[src/rtl/uart_receiver.sv]
// rtl/uart_receiver.sv - 16x oversampled UART receiver with 2-of-3 majority vote and valid/ready delivery
`timescale 1ns/1ps
module uart_receiver #(
   parameter int DATA_BITS   = 8,
   parameter int SYNC_STAGES = 2
) (
   input  logic                 Clk_In,
   input  logic                 Reset_In,
   input  logic                 Sample_Tick_In,
   input  logic                 RX_Serial_In,
   input  logic [1:0]           Parity_Mode_In,
   input  logic                 Data_Ready_In,
   output logic [DATA_BITS-1:0] Data_Out,
   output logic                 Data_Valid_Out,
   output logic                 Parity_Error_Out,
   output logic                 Framing_Error_Out,
   output logic                 Overrun_Error_Out,
   output logic                 RX_Busy_Out
);

   localparam int IDX_W = (DATA_BITS > 1) ? $clog2(DATA_BITS) : 1;
   localparam logic [IDX_W-1:0] LAST_IDX = IDX_W'(DATA_BITS - 1);

   typedef enum logic [2:0] {IDLE, START, DATA, PARITY, STOP} state_t;

   state_t                 state_q;
   logic [SYNC_STAGES-1:0] sync_q;
   logic [3:0]             cnt_q;
   logic [IDX_W-1:0]       idx_q;
   logic [DATA_BITS-1:0]   shift_q;
   logic [DATA_BITS-1:0]   data_q;
   logic [1:0]             mode_q;
   logic                   s7_q, s8_q;
   logic                   seen_high_q;
   logic                   par_err_q;
   logic                   valid_q, pe_q, fe_q, ovr_q;

   logic line, maj, mid, last, par_en, par_odd, deliver;

   assign line    = sync_q[SYNC_STAGES-1];
   assign maj     = (s7_q & s8_q) | (s7_q & line) | (s8_q & line);
   assign mid     = (cnt_q == 4'd9);
   assign last    = (cnt_q == 4'd15);
   assign par_en  = (mode_q == 2'b01) || (mode_q == 2'b10);
   assign par_odd = (mode_q == 2'b10);
   assign deliver = Sample_Tick_In && (state_q == STOP) && mid;

   always_ff @(posedge Clk_In or posedge Reset_In) begin
      if (Reset_In) begin
         state_q     <= IDLE;
         sync_q      <= '1;
         cnt_q       <= '0;
         idx_q       <= '0;
         shift_q     <= '0;
         data_q      <= '0;
         mode_q      <= '0;
         s7_q        <= 1'b0;
         s8_q        <= 1'b0;
         seen_high_q <= 1'b1;
         par_err_q   <= 1'b0;
         valid_q     <= 1'b0;
         pe_q        <= 1'b0;
         fe_q        <= 1'b0;
         ovr_q       <= 1'b0;
      end else begin
         sync_q <= {sync_q[SYNC_STAGES-2:0], RX_Serial_In};
         ovr_q  <= 1'b0;

         if (valid_q && Data_Ready_In) begin
            valid_q <= 1'b0;
            pe_q    <= 1'b0;
            fe_q    <= 1'b0;
         end

         // A same-cycle accept frees the holding register, so the new frame wins over overrun
         if (deliver) begin
            if (!valid_q || Data_Ready_In) begin
               data_q  <= shift_q;
               pe_q    <= par_err_q;
               fe_q    <= !maj;
               valid_q <= 1'b1;
            end else begin
               ovr_q <= 1'b1;
            end
         end

         if (Sample_Tick_In) begin
            if (line) seen_high_q <= 1'b1;
            if (cnt_q == 4'd7) s7_q <= line;
            if (cnt_q == 4'd8) s8_q <= line;
            cnt_q <= cnt_q + 4'd1;

            case (state_q)
               IDLE: begin
                  cnt_q <= '0;
                  if (!line && seen_high_q) begin
                     state_q   <= START;
                     mode_q    <= Parity_Mode_In;
                     par_err_q <= 1'b0;
                  end
               end
               START: begin
                  if (mid && maj) begin
                     state_q <= IDLE;
                  end else if (last) begin
                     state_q <= DATA;
                     idx_q   <= '0;
                  end
               end
               DATA: begin
                  if (mid) shift_q <= {maj, shift_q[DATA_BITS-1:1]};
                  if (last) begin
                     if (idx_q == LAST_IDX) state_q <= par_en ? PARITY : STOP;
                     else                   idx_q   <= idx_q + 1'b1;
                  end
               end
               PARITY: begin
                  if (mid)  par_err_q <= ((^shift_q) ^ maj) != par_odd;
                  if (last) state_q   <= STOP;
               end
               STOP: begin
                  // Leave mid stop bit; a low stop bit also blocks restart until the line idles high
                  if (mid) begin
                     state_q <= IDLE;
                     if (!maj) seen_high_q <= 1'b0;
                  end
               end
               default: state_q <= IDLE;
            endcase
         end
      end
   end

   assign Data_Out          = data_q;
   assign Data_Valid_Out    = valid_q;
   assign Parity_Error_Out  = pe_q;
   assign Framing_Error_Out = fe_q;
   assign Overrun_Error_Out = ovr_q;
   assign RX_Busy_Out       = (state_q != IDLE);

endmodule

[config.mk]
export PLATFORM = sky130hd
export DESIGN_NAME = uart_receiver
export DESIGN_NICKNAME = d
export VERILOG_FILES = /design/src/rtl/uart_receiver.sv
export SDC_FILE = /design/constraint.sdc
export NUM_CORES = 1
export LEC_CHECK = 0
export ABC_AREA = 1
export BUFFER_PORTS_ARGS = -buffer_cell sky130_fd_sc_hd__buf_2
export CAP_MARGIN = 0
export CORE_AREA = 2 2 80 82
export CTS_CLUSTER_SIZE = 16
export DETAILED_ROUTE_END_ITERATION = 16
export DIE_AREA = 0 0 82 84
export HOLD_SLACK_MARGIN = 0.08
export PLACE_DENSITY = 0.52
export SYNTH_ARGS = -nofsm -noshare
export SYNTH_HDL_FRONTEND = slang
export SYNTH_SLANG_ARGS = --single-unit
export TNS_END_PERCENT = 10
[constraint.sdc]
create_clock -name Clk_In -period 1.55 [get_ports Clk_In]
set_input_delay 0.31 -clock Clk_In [delete_from_list [all_inputs] [get_ports Clk_In]]
set_output_delay 0.31 -clock Clk_In [all_outputs]
set_load 0.01 [all_outputs]
# ---- Word-level counts from Yosys, hierarchy flattened
# Index checks and enable logic that the tools add are counted.
# W data, S select, Z words.
dict set report totals {
  output_inout_bits 13
  regBits 38
  inputBits 7
  word_cells 101
}
dict set report classes {
  bitwise_logic 6
  muxes 33
  n_reduce_logical 23
  n_eq_ne 22
  addsub 2
}
# op n
set op_table {}
lappend op_table {{$mux W3} 12}
lappend op_table {{$ne A2 B2 Y1 const B} 9}
lappend op_table {{$mux W1} 17}
lappend op_table {{$pmux W3 S5} 1}
lappend op_table {{$eq A4 B4 Y1 const B} 3}
lappend op_table {{$reduce_xor A8 Y1} 1}
lappend op_table {{$reduce_and A7 Y1} 1}
lappend op_table {{$eq A3 B2 Y1 const B} 2}
lappend op_table {{$eq A3 B3 Y1 const B} 2}
lappend op_table {{$pmux W3 S2} 1}
lappend op_table {{$reduce_and A2 Y1} 3}
lappend op_table {{$reduce_and A3 Y1} 2}
lappend op_table {{$reduce_and A6 Y1} 1}
lappend op_table {{$logic_and A1 B1 Y1} 5}
lappend op_table {{$add A4 B1 Y4 const B} 1}
lappend op_table {{$eq A4 B3 Y1 const B} 1}
lappend op_table {{$mux W4} 1}
lappend op_table {{$reduce_and A4 Y1} 1}
lappend op_table {{$reduce_bool A2 Y1} 2}
lappend op_table {{$add A3 B1 Y3 const B} 1}
lappend op_table {{$and A1 B1 Y1} 3}
lappend op_table {{$eq A3 B1 Y1 const B} 1}
lappend op_table {{$logic_not A1 Y1} 3}
lappend op_table {{$logic_not A3 Y1} 1}
lappend op_table {{other kinds (9)} 11}

# ---- Longest topological paths before layout
# Gate-level depths: netlist of run 1.
dict set report logic_depth {
  word_depth 7
  depth_mapped 11
  ltp_nobuf 11
}

# ---- Worst setup path after synthesis of run 1
# No wires, ideal clock.
dict set report synth_timing {
  path_kind {register to register}
  start {register cnt_q[1]}
  end {register data_q[7] (netlist: Data_Out[7])}
  t_required_ps 1430
  t_arrival_ps 1298
  setup_ps 120
  stages_incl_launch_ff 11
  path_buffers 1
  path_slack_ps 132
  period_less_slack_ps 1418
  cell_sequence {dfrtp_1 > inv_1 > ha_1 > nand3_2 > nor2_4 > nand2_2 > inv_2 > nand2_4 > buf_6 > nand2_1 > o21ai_2}
}
dict set report synth_between {
  elab_chain_len 3
}
# element line_no
set synth_lines {}
lappend synth_lines {{start: declaration} 28} ;# logic [3:0] cnt_q;
lappend synth_lines {{start signal: assignment} 91} ;# cnt_q <= cnt_q + 4'd1;
lappend synth_lines {{$eq A4 B4 Y1} 42} ;# assign mid = (cnt_q == 4'd9);
lappend synth_lines {{$logic_and A1 B1 Y1} 46} ;# assign deliver = Sample_Tick_In && (state_q == STOP) && mid;
lappend synth_lines {{$reduce_and A2 Y1 (no line)} n/a}
lappend synth_lines {{end signal: assignment} 78} ;# data_q <= shift_q;
lappend synth_lines {{end: declaration} 31} ;# logic [DATA_BITS-1:0] data_q;
# Every way passes these cells.
# A chain may end at the register's enable or synchronous reset.

# ---- Worst setup path in the final report of run 1
dict set report layout_timing {
  start {register cnt_q[1]}
  end {register data_q[4] (netlist: Data_Out[4])}
}
# Same word-level chain as after synthesis.

==> results of run 1 <==
[critical path, cell delays in order (launching register included)]
cell	delay, ns
dfrtp_1	0.39
inv_2	0.08
ha_2	0.18
nand3_2	0.12
nor2_4	0.16
nand2_4	0.09
inv_6	0.09
nand2_4	0.10
nand2_1	0.10
o21ai_2	0.05
[worst max path at each step]
| stage | start | end | slack [ns] | depth (start not counted) |
|---|---|---|---|---|
| final | cnt_q[1] | Data_Out[4] | 0.08 | 9 |
| after global routing | sync_q[1] | idx_q[2] | -0.06 | 8 |
| after CTS | cnt_q[1] | Framing_Error_Out | 0.03 | 10 |
| after detailed placement | cnt_q[1] | Parity_Error_Out | 0.05 | 9 |
| after global placement | cnt_q[1] | Framing_Error_Out | 0.08 | 9 |
| after floorplan | cnt_q[1] | Data_Out[7] | 0.13 | 10 |
[area by class of cell]
type                    count  area, µm²  share of cell area
clock buffers               7       86.3              0.0360
clock inverters             1       5.00             0.00209
inverters                  34        135              0.0564
multi-input cells         165        965               0.402
flip-flops and latches     38        955               0.398
well taps                  77       96.3              0.0402
repair buffers             25        155              0.0647
[cell families after synthesis]
kind of cell / Yosys count / share of synthesized area
compound gates: 40 / 0.134
xor+xnor: 2 / 0.00860
fa+ha+maj: 6 / 0.0368
buf+inv: 37 / 0.0792
flops: 38 / 0.468
mux: 1 / 0.00736
simple gates: 115 / 0.266
[layout by cell type, fill, tap and decap left out, types with 4 or more instances in the layout]
| cell type | Yosys | routed |
|---|---|---|
| a21oi_1 | 5 | 5 |
| inv_1 | 26 | 25 |
| nand2_1 | 68 | 68 |
| buf_2 | 0 | 19 |
| nand2_4 | 3 | 5 |
| o21ai_0 | 8 | 8 |
| clkbuf_8 | 0 | 6 |
| nor2_1 | 14 | 14 |
| nand3_1 | 13 | 13 |
| dfrtp_1 | 35 | 35 |
| buf_4 | 0 | 4 |
| inv_2 | 8 | 7 |
| o21ai_1 | 6 | 6 |
| ha_1 | 6 | 4 |
| o21ai_2 | 16 | 16 |
[routing by layer]
| layer | track usage | wire length [µm] |
|---|---|---|
| met5 | 0 | 0 |
| met2 | 0.211 | 1870 |
| met3 | 0.0422 | 143 |
| met4 | 0.0409 | 60 |
| met1 | 0.166 | 1860 |
[power groups by stage]
stage	clock [µW]	sequential [µW]	combinational (µW)
after floorplan	0	1260	806
after global placement	0	1290	1020
after detailed placement	0	1290	1030
after CTS	738	1270	1030
after global routing	788	1290	1240
final	702	1270	1060
[repair_timing]
item	CTS	global route
endpoints found under the hold margin	35	0
buffers inserted	0	1
hold buffers	1	0
resized for setup	0	10
endpoints found under the setup margin	0	24
[registers in the layout (all words and copies together), names as in the netlist]
signal / flops
sync_q: 2
mode_q: 2
s7_q: 1
Overrun_Error_Out: 1
s8_q: 1
idx_q: 3
seen_high_q: 1
par_err_q: 1
Data_Valid_Out: 1
Parity_Error_Out: 1
Framing_Error_Out: 1
shift_q: 8
state_q: 3
Data_Out: 8
cnt_q: 4
[per-stage QoR]
| step | area [µm²] | util | hold slack [ns] | setup TNS (ns) |
|---|---|---|---|---|
| 2_1_floorplan | 2040 | - | 0.314 | 0 |
| 3_3_place_gp | 2240 | 0.367 | 0.346 | 0 |
| 3_5_place_dp | 2240 | 0.367 | 0.348 | 0 |
| 4_1_cts | 2340 | 0.384 | 0.102 | 0 |
| 5_1_grt | 2400 | 0.393 | 0.0979 | -0.203 |
| 6_report | 2400 | 0.393 | 0.117 | 0 |
==> summary.md, run 1 <==
| Metric | Value |
|---|---|
| Initial antenna violation count | `0` |
| EDFF count, synth | `0` |
| Area share of the largest cell type after synthesis | `0.430` |
| Reg clk slew, reported paths | `0.07 ns` |
| Inserted Diodes | `0` |
| Most frequent cell after synthesis | `nand2_1` |
| Post-DP HPWL | `2870 µm` |
| Final Max Slew Viols | `0` |
| CP arrival | `~1.7 ns` |
| Die Ht | `84 µm` |
| Boundary Pins | `20` |
| Syn Inst Count | `239` |
| Power Total | `3030 µW` |
| Synthesis-to-finish area growth | `17.6%` |
| Vias in the first global route | `between 1500 and 2000` |
| Post-synth ARST share | `1.00` |
| Via density | `4.54` |
| Max Buffers Root-to-Sink | `2` |
| Post-DRT Antenna Nets | `0` |
| Post-synth top area cell | `dfrtp_1` |
| Starting Density | `0.334` |
| Status | `completed` |
| Crit path required time | `1.73 ns` |
| Final period utilization | `0.947` |
| Cell Int Power | `1920 µW` |
| Worst VDD drop | `approximately 0.75 mV` |
| Number of max-cap violations | `0` |
| Synthesized flop and latch total | `38` |
| Hold Crit Class | `in -> reg` |
| FP Rows | `29` |
| Total Wirelength | `3930 µm` |
| Total Nets Final | `282` |
| Final worst setup slack | `between 0.08 and 0.09 ns` |
| Reg-to-Reg End | `Data_Out[4]` |
| DRC | `0` |
| Detailed Route Iter0 Violations | `84` |
| Vias | `1574` |
| CP startpoint kind | `register` |
| Pwr dens | `1260 mW/mm²` |
| Net Count, Synth | `252` |
| Layout cells sized above 1 | `0.300` |
| Clock Tree Root | `clkbuf_8` |
| Switching portion of total power | `0.367` |
| GRT overflow | `0` |
| Clock power share | `0.231` |
| Filler Cells Inserted | `around 630` |
| IO Port Bufs | `19` |
| RSZ-0062 raised after global routing | `yes` |
| CTS tree | `built` |
| P_sw | `1110 µW` |
| Post-synthesis cell type count | `28` |
| Critical path peak fanout | `8` |
| CORE AREA | `0.00610 mm²` |
| Worst Tran Pin Value | `0.356 ns` |
| Wire length per cell | `11.3 µm` |
| Mapped Area | `0.00204 mm²` |
| Largest net degree at the start of global routing | `39` |
| Cell count of the worst reg-to-reg path | `9` |
| Flop pwr share | `0.419` |
| Die width | `approximately 80 µm` |
| TritonRoute pass-1 iters | `4` |
| CP endpoint kind | `register` |
| Placer's final routability congestion estimate | `0.800` |
| Final min period | `1.47 ns` |
| R2R setup slack | `0.08 ns` |
| Synth top area cells | `dfrtp_1 43%, nand2_1 13%, o21ai_2 6.9%` |
| Syn avg cell area | `8.53 µm²` |
| Post-place setup slack | `0.0477 ns` |
| Synth cell count leaders | `68 x nand2_1, 35 x dfrtp_1, 26 x inv_1` |
| Hold path cells | `1` |
| Fin. Hold Viols | `0` |
| Clk_skew | `0.00787 ns` |
| WHS Endpoint | `sync_q[0]` |
| CTS buffer count | `5` |
| First-pass GRT wire length | `7000 µm` |
| Overall routing resource usage | `0.132` |
| Relative slew slack | `0.762` |
| CTS sink cnt | `38` |
| Leakage Power | `0.00121 µW` |
| H-tree depth | `2` |
| Comb power frac | `0.350` |
| Non-Filler Instances | `347` |
| Synth warn | `0` |
| Die footprint | `around 0.0069 mm²` |
| Critical path class | `reg -> reg` |
| Fmax | `just under 700 MHz` |
| Worst-skew pair later-pin latency | `slightly below 0.3 ns` |
| Top_reg_cell synth | `dfrtp_1` |
| Final-report setup violation count | `0` |
| FF-to-FF Start | `cnt_q[1]` |
| Seq/Total Area, Yosys | `0.468` |
| Hold Startpoint | `RX_Serial_In` |
| Placed insts | `between 300 and 400` |
Power figures use the tool's default switching activity.
==> run 2: changes to the inputs <==
--- a/config.mk
+++ b/config.mk
@@ -14,6 +14,7 @@
 export DIE_AREA = 0 0 82 84
 export HOLD_SLACK_MARGIN = 0.08
 export PLACE_DENSITY = 0.52
+export SETUP_SLACK_MARGIN = 0.3
 export SYNTH_ARGS = -nofsm -noshare
 export SYNTH_HDL_FRONTEND = slang
 export SYNTH_SLANG_ARGS = --single-unit
==> summary.md, run 2 (synthesis results as in run 1) <==
| Metric | Value |
|---|---|
| Status | `completed (unchanged)` |
| Via density | `4.57 (was 4.54)` |
| Total Wirelength | `4300 µm (was 3930 µm)` |
| CP startpoint kind | `register (unchanged)` |
| Largest net degree at the start of global routing | `39 (unchanged)` |
| Final-report setup violation count | `0 (unchanged)` |
| Fin. Hold Viols | `0 (unchanged)` |
| H-tree depth | `2 (unchanged)` |
| Storage cell area | `957 µm² (was 955 µm²)` |
| CP endpoint kind | `output port (was register)` |
| FP Rows | `29 (unchanged)` |
| Critical path class | `reg -> out (was reg -> reg)` |
| CTS tree | `built (unchanged)` |
| Routed wl met2 | `2150 µm (was 1870 µm)` |
| Pwr dens | `1320 mW/mm² (was 1260 mW/mm²)` |
| Starting Density | `0.334 (unchanged)` |
| Wire length per cell | `11.9 µm (was 11.3 µm)` |
| Worst path max stage delay | `0.42 ns (was 0.39 ns)` |
| Critical path peak fanout | `5 (was 8)` |
| Final min period | `1.40 ns (was 1.47 ns)` |
| Synthesis-to-finish area growth | `28.5% (was 17.6%)` |
| TritonRoute pass-1 iters | `4 (unchanged)` |
| Detailed Route Iter0 Violations | `42 (was 84)` |
| Overall routing resource usage | `0.138 (was 0.132)` |
| Initial antenna violation count | `0 (unchanged)` |
| Layout cells sized above 1 | `0.386 (was 0.300)` |
| Die Ht | `84 µm (unchanged)` |
| Vias | `1654 (was 1574)` |
| Post-DRT Antenna Nets | `0 (unchanged)` |
| Total Nets Final | `297 (was 282)` |
| Filler Cells Inserted | `603 (was 625)` |
| Die footprint | `0.00689 mm² (unchanged)` |
| CORE AREA | `0.00610 mm² (unchanged)` |
| RSZ-0062 raised after global routing | `yes (unchanged)` |
| Boundary Pins | `20 (unchanged)` |
| DRC | `0 (unchanged)` |
| Inserted Diodes | `0 (unchanged)` |
| Final period utilization | `0.901 (was 0.947)` |
| Vias in the first global route | `1567 (was 1552)` |
| Die width | `82 µm (unchanged)` |
| Worst Tran Pin Value | `0.343 ns (was 0.356 ns)` |
| Worst VDD drop | `0.855 mV (was 0.747 mV)` |
| Uppermost routed layer | `met4 (unchanged)` |
| Power Total | `3450 µW (was 3030 µW)` |
| Commonest non-fill, non-tap cell in the layout | `nand2_1 (unchanged)` |
| Number of max-cap violations | `0 (unchanged)` |
| Post-DP HPWL | `2860 µm (was 2870 µm)` |
| Leakage Power | `0.00128 µW (was 0.00121 µW)` |
| Reg clk slew, reported paths | `0.08 ns (was 0.07 ns)` |
| CTS buffer count | `5 (unchanged)` |
| Worst-skew pair later-pin latency | `0.29 ns (about the same)` |
| Final Max Slew Viols | `0 (unchanged)` |
| Worst-path cell chain | `inv_2 > nand3_4 > buf_2 (was inv_2 > ha_2 > nand3_2 > nor2_4 > nand2_4 > inv_6 > nand2_4 > nand2_1 > o21ai_2)` |
| Sum Neg Setup Slack | `0 ns (unchanged)` |
| Post-route cell area | `0.00262 mm² (was 0.00240 mm²)` |
| First-pass GRT wire length | `7300 µm (was 7000 µm)` |
| Clk_skew | `0.00662 ns (was 0.00787 ns)` |
| Max Buffers Root-to-Sink | `2 (unchanged)` |
| Hold Crit Class | `in -> reg (unchanged)` |
| Fmax | `716 MHz (was 681 MHz)` |
| Clock Tree Root | `clkbuf_8 (unchanged)` |
| Relative slew slack | `0.771 (was 0.762)` |
| Post-DP Area | `0.00226 mm² (was 0.00224 mm²)` |
| Crit path required time | `1.24 ns (was 1.73 ns)` |
| GRT overflow | `0 (unchanged)` |
| Met3 WL | `97 µm (was 143 µm)` |
| Placer's final routability congestion estimate | `0.795 (was 0.800)` |
| Commonest non-fill, non-tap cells in the layout | `64 x nand2_1, 33 x dfrtp_1, 25 x inv_1 (was 68 x nand2_1, 35 x dfrtp_1, 25 x inv_1)` |
| CTS sink cnt | `38 (unchanged)` |
| Critical Path Slowest Stage Cell | `dfrtp_1 (unchanged)` |
| Final worst setup slack | `0.154 ns (was 0.0819 ns)` |
| CP arrival | `1.09 ns (was 1.65 ns)` |
| IO Port Bufs | `19 (unchanged)` |
| Area of the multi-input gates | `0.00107 mm² (was 965 µm²)` |
| Post-place setup slack | `0.0248 ns (was 0.0477 ns)` |
| Met1 WL | `1980 µm (was 1860 µm)` |
## run 2: changes by cell type in the layout (fill, tap and decap cells not counted), sizes merged
cell and change:
buf +15
## run 2: path summary, 6_finish.rpt
kind	slack (ns)	depth (start not counted)	from	end
min	0.12	1	RX_Serial_In	sync_q[0]
min in group asynchronous	0.60	4	Reset_In	mode_q[1]
max	0.15	3	state_q[0]	RX_Busy_Out
min reg2reg	0.36	0	sync_q[0]	sync_q[1]
max in group asynchronous	0.68	4	Reset_In	sync_q[0]
max reg2reg	0.16	8	idx_q[1]	idx_q[0]
## run 2: layer usage
metal / GRT usage / up-vias
li1: - / 850
met1: 0.179 / 776
met2: 0.225 / 21
met3: 0.0292 / 7
met4: 0.0500 / 0
met5: 0 / -
## run 2: power breakdown
group / switching (µW) / leakage, µW / internal [µW]
Combinational: 772 / 0.000725 / 651
Clock: 364 / 0.0000482 / 359
Sequential: 159 / 0.000503 / 1150
Total: 1290 / 0.00128 / 2160
## run 2: per-stage QoR
| stage | cells | hold slack, ns | util |
|---|---|---|---|
| finish | 362 | 0.115 | 0.430 |
| global route | 362 | 0.100 | 0.430 |
| CTS | 356 | 0.104 | 0.409 |
| detailed placement | 335 | 0.347 | 0.370 |
| global placement | 335 | 0.349 | 0.370 |
| floorplan | 239 | 0.314 | - |
## run 2: what timing repair did
item | in CTS | in global routing
hold buffers | 1 | 0
cloned | 1 | 0
hold endpoints to repair | 35 | 0
setup buffers | 11 | 6
setup endpoints to repair | 28 | 32
pin swaps | 6 | 11
resized for setup | 12 | 15
## run 2: worst max-delay path, delay by kind of cell, from the launching register on
family,cells,cell delay (ns)
DFF,1,0.42
and+or+nand+nor,1,0.11
buffers and inverters,2,0.27
## run 2: layout make-up
type                            instances  share of cell area
Multi-Input combinational cell        165               0.408
Sequential cell                        38               0.365
Timing Repair Buffer                   40               0.102
Inverter                               34              0.0525
Tap cell                               77              0.0368
Clock buffer                            7              0.0330
Clock inverter                          1             0.00191
==> run 3: changes to the inputs <==
--- a/config.mk
+++ b/config.mk
@@ -8,12 +8,12 @@
 export ABC_AREA = 1
 export BUFFER_PORTS_ARGS = -buffer_cell sky130_fd_sc_hd__buf_2
 export CAP_MARGIN = 0
-export CORE_AREA = 2 2 80 82
+export CORE_AREA = 2 2 64 66
 export CTS_CLUSTER_SIZE = 16
 export DETAILED_ROUTE_END_ITERATION = 16
-export DIE_AREA = 0 0 82 84
+export DIE_AREA = 0 0 66 68
 export HOLD_SLACK_MARGIN = 0.08
-export PLACE_DENSITY = 0.52
+export PLACE_DENSITY = 0.75
 export SETUP_SLACK_MARGIN = 0.3
 export SYNTH_ARGS = -nofsm -noshare
 export SYNTH_HDL_FRONTEND = slang
==> summary.md, run 3 (synthesis results as in run 1) <==
| Metric | Value |
|---|---|
| Worst-skew pair later-pin latency | `0.29 ns (about the same)` |
| Placer's final routability congestion estimate | `0.849 (was 0.795)` |
| Clk_skew | `0.00854 ns (was 0.00662 ns)` |
| CP endpoint kind | `register (was output port)` |
| Largest net degree at the start of global routing | `39 (unchanged)` |
| GRT overflow | `0 (unchanged)` |
| Worst VDD drop | `0.860 mV (was 0.855 mV)` |
| FP Rows | `23 (was 29)` |
| Flop pwr share | `0.374 (was 0.378)` |
| Comb power frac | `0.437 (was 0.412)` |
| Final min period | `1.44 ns (was 1.40 ns)` |
| Die footprint | `0.00449 mm² (was 0.00689 mm²)` |
| Final-report setup violation count | `0 (unchanged)` |
| Fin. Hold Viols | `0 (unchanged)` |
| Final period utilization | `0.927 (was 0.901)` |
| Inserted Diodes | `0 (unchanged)` |
| P_sw | `1250 µW (was 1290 µW)` |
| Detailed Route Iter0 Violations | `137 (was 42)` |
| IO Port Bufs | `19 (unchanged)` |
| Cell Int Power | `2140 µW (was 2160 µW)` |
| Crit path required time | `1.73 ns (was 1.24 ns)` |
| Family with the most delay on the worst path | `simple AND/OR/NAND/NOR gates (was flip-flops)` |
| Post-DP HPWL | `2710 µm (was 2860 µm)` |
| Switching portion of total power | `0.369 (was 0.375)` |
| CTS buffer count | `5 (unchanged)` |
| Die Ht | `68 µm (was 84 µm)` |
| Total Wirelength | `3960 µm (was 4300 µm)` |
| Leakage Power | `0.00128 µW (about the same)` |
| Overall routing resource usage | `0.212 (was 0.138)` |
| Initial antenna violation count | `0 (unchanged)` |
| Power Total | `3390 µW (was 3450 µW)` |
| First-pass GRT wire length | `6980 µm (was 7300 µm)` |
| Fmax | `696 MHz (was 716 MHz)` |
| Synthesis-to-finish area growth | `23.9% (was 28.5%)` |
| Clock Tree Root | `clkbuf_8 (unchanged)` |
| Reg clk slew, reported paths | `0.07 ns (was 0.08 ns)` |
| CP arrival | `1.62 ns (was 1.09 ns)` |
| Status | `completed (unchanged)` |
| Final worst setup slack | `0.114 ns (was 0.154 ns)` |
| Worst path max stage delay | `0.39 ns (was 0.42 ns)` |
| Core Util, Final | `0.655 (was 0.430)` |
| Total Nets Final | `295 (was 297)` |
| Commonest non-fill, non-tap cell in the layout | `nand2_1 (unchanged)` |
| Most used cell, CP | `nor2_2` |
| Hold Slack | `0.120 ns (was 0.115 ns)` |
| Wire length per cell | `11.9 µm (about the same)` |
| TritonRoute pass-1 iters | `4 (unchanged)` |
| Critical path peak fanout | `6 (was 5)` |
| Max Buffers Root-to-Sink | `2 (unchanged)` |
| Boundary Pins | `20 (unchanged)` |
| WP buf/inv | `0 (was 2)` |
| Relative slew slack | `0.773 (was 0.771)` |
| Vias in the first global route | `1542 (was 1567)` |
| Final Max Slew Viols | `0 (unchanged)` |
| CTS sink cnt | `38 (unchanged)` |
| Pwr dens | `1340 mW/mm² (was 1320 mW/mm²)` |
| Post-place setup slack | `0.0581 ns (was 0.0248 ns)` |
| Post-DRT Antenna Nets | `0 (unchanged)` |
| Worst Tran Pin Value | `0.340 ns (was 0.343 ns)` |
| Hold Crit Class | `in -> reg (unchanged)` |
| Critical path class | `reg -> reg (was reg -> out)` |
| Sum Neg Setup Slack | `0 ns (unchanged)` |
| CTS tree | `built (unchanged)` |
| Vias | `1638 (was 1654)` |
| Starting Density | `0.529 (was 0.334)` |
| Via density | `4.92 (was 4.57)` |
| Commonest non-fill, non-tap cells in the layout | `64 x nand2_1, 34 x dfrtp_1, 24 x inv_1 (was 64 x nand2_1, 33 x dfrtp_1, 25 x inv_1)` |
| Number of max-cap violations | `0 (unchanged)` |
| Critical Path Slowest Stage Cell | `dfrtp_1 (unchanged)` |
| RSZ-0062 raised after global routing | `yes (unchanged)` |
| CORE AREA | `0.00386 mm² (was 0.00610 mm²)` |
| Die width | `66 µm (was 82 µm)` |
| Clock power share | `0.189 (was 0.210)` |
| Worst-path cell chain | `ha_1 > ha_2 > nor2_2 > nor2_2 > nor3_4 > nand2_2 > nand2_1 > o21ai_1 (was inv_2 > nand3_4 > buf_2)` |
| H-tree depth | `2 (unchanged)` |
| DRC | `0 (unchanged)` |
| Layout cells sized above 1 | `0.375 (was 0.386)` |
| CP startpoint kind | `register (unchanged)` |
==> run 3: metal layers <==
| metal | part of all wire | GRT usage | wire length (µm) |
|---|---|---|---|
| met1 | 0.44 | 0.262 | 1760 |
| met2 | 0.51 | 0.348 | 2010 |
| met3 | 0.029 | 0.0559 | 114 |
| met4 | 0.021 | 0.102 | 84 |
| met5 | 0 | 0 | 0 |
==> run 3: area by class of cell <==
type | count | area, µm²
tap | 50 | 62.6
inverter | 34 | 135
clock buffer | 8 | 80.1
sequential | 38 | 956
fill | 331 | 1330
multi-input combinational | 165 | 1030
timing repair buffer | 38 | 263
==> run 3: what timing repair did <==
action,in CTS,in global routing
gates resized for setup,11,12
cloned,1,0
hold buffers,1,0
hold endpoints to repair,35,0
setup endpoints to repair,27,31
pin swaps,5,10
setup buffers,13,2
==> run 3: power by group through the flow <==
stage	clock [µW]	sequential [µW]	combinational (µW)
2_1_floorplan	0	1270	836
3_5_place_dp	0	1300	1070
5_1_grt	694	1280	1670
6_report	639	1270	1480
3_3_place_gp	0	1300	1040
4_1_cts	662	1260	1350
==> run 3: final timing paths <==
kind	startpoint	to	slack (ns)	cells after the start
worst max-delay path	idx_q[0]	idx_q[1]	0.11	8
worst min-delay path	RX_Serial_In	sync_q[0]	0.12	1
worst max register to register	idx_q[0]	idx_q[1]	0.11	8
worst min register to register	sync_q[0]	sync_q[1]	0.36	0
max in group asynchronous	Reset_In	sync_q[1]	0.68	4
min in group asynchronous	Reset_In	shift_q[1]	0.60	4
==> run 3: metrics by stage <==
stage / std cells / cell area, µm²
6_report: 333 / 2520
4_1_cts: 331 / 2460
5_1_grt: 333 / 2520
3_5_place_dp: 308 / 2220
3_3_place_gp: 308 / 2220
2_1_floorplan: 239 / 2070
